**src/rtl/seq_restoring_divider.sv**
```systemverilog
// seq_restoring_divider: iterative unsigned restoring divider, one quotient bit per clock
module seq_restoring_divider #(
  parameter int WIDTH = 4
) (
  input  logic               clk,
  input  logic               rst_n,
  input  logic               start,
  input  logic [2*WIDTH-1:0] dividend,
  input  logic [WIDTH-1:0]   divisor,
  output logic               busy,
  output logic               done,
  output logic [WIDTH-1:0]   quotient,
  output logic [WIDTH-1:0]   remainder,
  output logic               overflow,
  output logic               div_zero
);
  localparam int CW = $clog2(WIDTH + 1);
  typedef enum logic [1:0] {IDLE, CALC, FIN} state_t;
  state_t state, state_nx;
  logic [WIDTH:0] r, t;
  logic [WIDTH-1:0] s, d;
  logic [CW-1:0] cnt;
  logic ovf, dz, accept, ovf_in, ge;
  always_comb begin
    accept = state == IDLE && start && !done;
    ovf_in = divisor == '0 || dividend[2*WIDTH-1:WIDTH] >= divisor;
    t = {r[WIDTH-1:0], s[WIDTH-1]};
    ge = t >= {1'b0, d};
    state_nx = accept ? (ovf_in ? FIN : CALC) :
               state == CALC && cnt == CW'(1) ? FIN :
               state == FIN ? IDLE : state;
  end
  always_ff @(posedge clk) begin
    if (!rst_n) begin
      state <= IDLE;
      busy <= 1'b0;
      done <= 1'b0;
      quotient <= '0;
      remainder <= '0;
      overflow <= 1'b0;
      div_zero <= 1'b0;
      r <= '0;
      s <= '0;
      d <= '0;
      cnt <= '0;
      ovf <= 1'b0;
      dz <= 1'b0;
    end else begin
      state <= state_nx;
      busy <= accept || state == CALC;
      done <= state == FIN;
      if (accept) begin
        d <= divisor;
        r <= {1'b0, dividend[2*WIDTH-1:WIDTH]};
        s <= dividend[WIDTH-1:0];
        cnt <= CW'(WIDTH);
        ovf <= ovf_in;
        dz <= divisor == '0;
        quotient <= '0;
        remainder <= '0;
        overflow <= 1'b0;
        div_zero <= 1'b0;
      end
      if (state == CALC) begin
        r <= ge ? t - {1'b0, d} : t;
        s <= {s[WIDTH-2:0], ge};
        cnt <= cnt - CW'(1);
      end
      if (state == FIN) begin
        quotient <= ovf ? '1 : s;
        remainder <= ovf ? '0 : r[WIDTH-1:0];
        overflow <= ovf;
        div_zero <= dz;
      end
    end
  end
endmodule

```
**config.mk**
```make
export PLATFORM = sky130hd
export DESIGN_NAME = seq_restoring_divider
export DESIGN_NICKNAME = d
export VERILOG_FILES = /design/src/rtl/seq_restoring_divider.sv
export SDC_FILE = /design/constraint.sdc
export NUM_CORES = 1
export LEC_CHECK = 0
export ABC_AREA = 1
export BUFFER_PORTS_ARGS = -buffer_cell sky130_fd_sc_hd__buf_2
export CAP_MARGIN = 20
export CORE_MARGIN = 10
export CORE_UTILIZATION = 30
export DETAILED_ROUTE_END_ITERATION = 7
export GPL_ROUTABILITY_DRIVEN = 0
export HOLD_SLACK_MARGIN = 0.03
export MAX_ROUTING_LAYER = met4
export PLACE_DENSITY = 0.55
export SYNTH_ARGS = -nofsm -noshare
export SYNTH_HDL_FRONTEND = slang
export SYNTH_SLANG_ARGS = --single-unit
```
**constraint.sdc**
```tcl
create_clock -name clk -period 2.27 [get_ports clk]
set_input_delay 0.1135 -clock clk [delete_from_list [all_inputs] [get_ports clk]]
set_output_delay 0.1135 -clock clk [all_outputs]
set_load 0.005 [all_outputs]
```
==> summary.md <==
| Metric | Value |
|---|---|
| Status | complete, no violations |
| First-pass GRT wire length | 6260 microns |
| CP Max Fanout | 3 |
| Yosys top cell area share | 0.395 |
| Worst EP required | 2.46 ns |
| Die Span Y | 92.4 microns |
| Clk sinks | 31 |
| Worst path slowest cell | fa_1 |
| Filler cells | 546 |
| Setup TNS Final | 0 ns |
| Final ANT Viol Nets | 0 |
| CTS tree | done |
| Pwr per Cell Area | 918 nW/um^2 |
| Worst skew pair latency | 0.29 ns |
| Final Cycle Share | 0.682 |
| Final Worst Setup Slack | 0.722 ns |
| Gr ovfl total | 0 |
| IO Pins | 27 |
| CP Cell Sequence | inv_1 > ha_1 > inv_1 > fa_1 > xor2_1 > nand2_1 > nand3_1 > nand2_1 > inv_1 |
| Synth top cells by count | 38 x nand2_1, 31 x dfxtp_1, 26 x inv_1 |
| Total track usage | 0.0957 |
| Initial antenna violation count | 0 |
| Crit path buf inv count | 3 |
| Post-synth EDFFs | 0 |
| # DRC | 0 |
| DP Area | 1750 sq um |
| Max-cap violation count | 0 |
| Maximum clock rate | 0.646 GHz |
| Top-count cell post-synth | nand2_1 |
| Worst path max stage delay | 0.38 ns |
| Post-CTS setup buffers | 0 |
| Max VDD drop | 0.237 mV |
| Multi-input gate area | 795 sq um |
| Least-Margin Pin Slew | 0.354 ns |
| Share of cells above drive strength 1 | 0.217 |
| Die X | 92.4 microns |
| Post-synthesis sequential area ratio | 0.395 |
| Delay-heaviest family, CP | adder cells |
| CTS clk-pin slew, worst paths | 0.07 ns |
| Synth Flop Type | dfxtp_1 |
| Reg area | 621 sq um |
| Initial Util | 0.308 |
| Rel. slew slack | 0.763 |
| Critical path type | reg2reg |
| Dpl cells | 297 |
| Vias in the first global route | 1332 |
| Worst Setup End Kind | register |
| Mean Syn Cell Area | 7.63 sq um |
| Pleak | 0.870 nW |
| Site Rows | 26 |
| # hold bufs at CTS | 0 |
| Synthesized flop and latch total | 31 |
| Router iterations before antenna repair | 4 |
| Endpoints failing setup | 0 |
| YS warnings | 0 |
| Post_cts resized | 0 |
| Via count | 1374 |
| CP startpoint kind | register |
| Total Power | 0.00172 W |
| Clock tree buffer depth | 2 |
| Final Hold Violating Endpoints | 0 |
| Avg WL per Cell | 12.5 microns |
| Mapped Area | 1570 sq um |
| Min Tclk post-route | 1.55 ns |
| Nets | 260 |
| Starting DRT DRC Count | 68 |
| CP arrival | 1.74 ns |
| Synth async-reset ratio | 0 |
| # diodes | 0 |
| Largest net degree at the start of global routing | 20 |
| CTS root buffer | clkbuf_8 |
| Placement Setup Slack | 0.741 ns |
| Synth Instances | 206 |
| # H-tree levels | 2 |
| Syn Nets | 232 |
| Finished Layout Cells | 305 |
| Synth area leaders | dfxtp_1 39%, nand2_1 9.1%, ha_1 8.0% |
| Final Max Slew Viols | 0 |
| Total Wirelength | 3800 microns |
| Final HPWL DP | 2840 microns |
| Area delta synth->final | 19.0% |
| IO Port Bufs | 26 |
| Leading area contributor after synthesis | dfxtp_1 |
| Die Area | 8530 sq um |
| Core area | 5110 sq um |
| Clock Skew | 0.00524 ns |
| Post-route cell area | 1870 sq um |
| Unrepaired setup endpoints after global routing | no |
| Synth unique cells | 29 |
| Avg Vias per Cell | 4.50 |
| Hold Crit Class | in2reg |
| Worst path most repeated cell | inv_1 |
| CTS Buf Count | 5 |
-- area by class of cell --
cell class,instances,area share
Timing Repair Buffer,27,0.0736
Sequential cell,31,0.332
Multi-Input combinational cell,139,0.425
Clock buffer,6,0.0441
Clock inverter,2,0.0187
Tap cell,70,0.0468
Inverter,30,0.0602
-- power by group --
part	leakage (nW)	switching [W]	internal, W
Sequential	0.254	0.0000530	0.000614
Clock	0.0612	0.000217	0.000355
Combinational	0.554	0.000305	0.000174
Total	0.870	0.000575	0.00114
-- worst register-to-register path: stages (launching register included) --
cell and delay [ns]:
dfxtp_1 0.33, inv_1 0.10, ha_1 0.18, inv_1 0.07
fa_1 0.38, xor2_1 0.16, nand2_1 0.07, nand3_1 0.07
nand2_1 0.07, inv_1 0.03
-- worst paths after layout --
check | start | endpoint | slack [ns] | cells after the start
hold / removal | dividend[1] | s[1] | 0.08 | 3
setup reg to reg | s[3] | r[2] | 0.72 | 9
hold reg to reg | d[2] | d[2] | 0.46 | 2
setup / recovery | s[3] | r[2] | 0.72 | 9
-- registers in the layout, summed over array words and instances (netlist names) --
name	count
quotient	4
overflow	1
s	4
div_zero	1
busy	1
cnt	3
r	4
d	4
state	2
remainder	4
done	1
ovf	1
dz	1
-- cells in the final DEF, fill, tap and decap left out, types with 2 or more instances in the layout --
master    count
o21ai_1       2
nor2_2        2
nor3_1        3
nand2_2       3
clkbuf_8      6
ha_1         10
a21oi_1      16
inv_1        26
buf_2        26
nor2_1       12
nand2_1      38
dfxtp_1      31
nand3_1      13
o21ai_0      24
nand2_4       2
inv_2         4
a31oi_1       4
-- metal layers --
layer | vias up | part of all wire | global-route usage
met3 | 8 | 0.077 | 0.0452
met5 | - | 0 | -
met2 | 38 | 0.39 | 0.130
met4 | 0 | 0.019 | 0.0424
li1 | 729 | - | -
met1 | 599 | 0.52 | 0.117
-- cell families after synthesis --
family	after synthesis	synth area share
AND/OR/NAND/NOR	77	0.233
adder cells (fa/ha/maj)	11	0.0924
flip-flops	31	0.395
AO/OA/AOI/OAI	49	0.169
XOR/XNOR	2	0.0111
buffers and inverters	36	0.0995
-- metrics by stage --
stage	hold WS, ns	util
6_report	0.0819	0.366
3_5_place_dp	0.393	0.343
4_1_cts	0.0735	0.366
3_3_place_gp	0.393	0.343
5_1_grt	0.0814	0.366
2_1_floorplan	0.273	-
(Power assumes the default switching activity.)
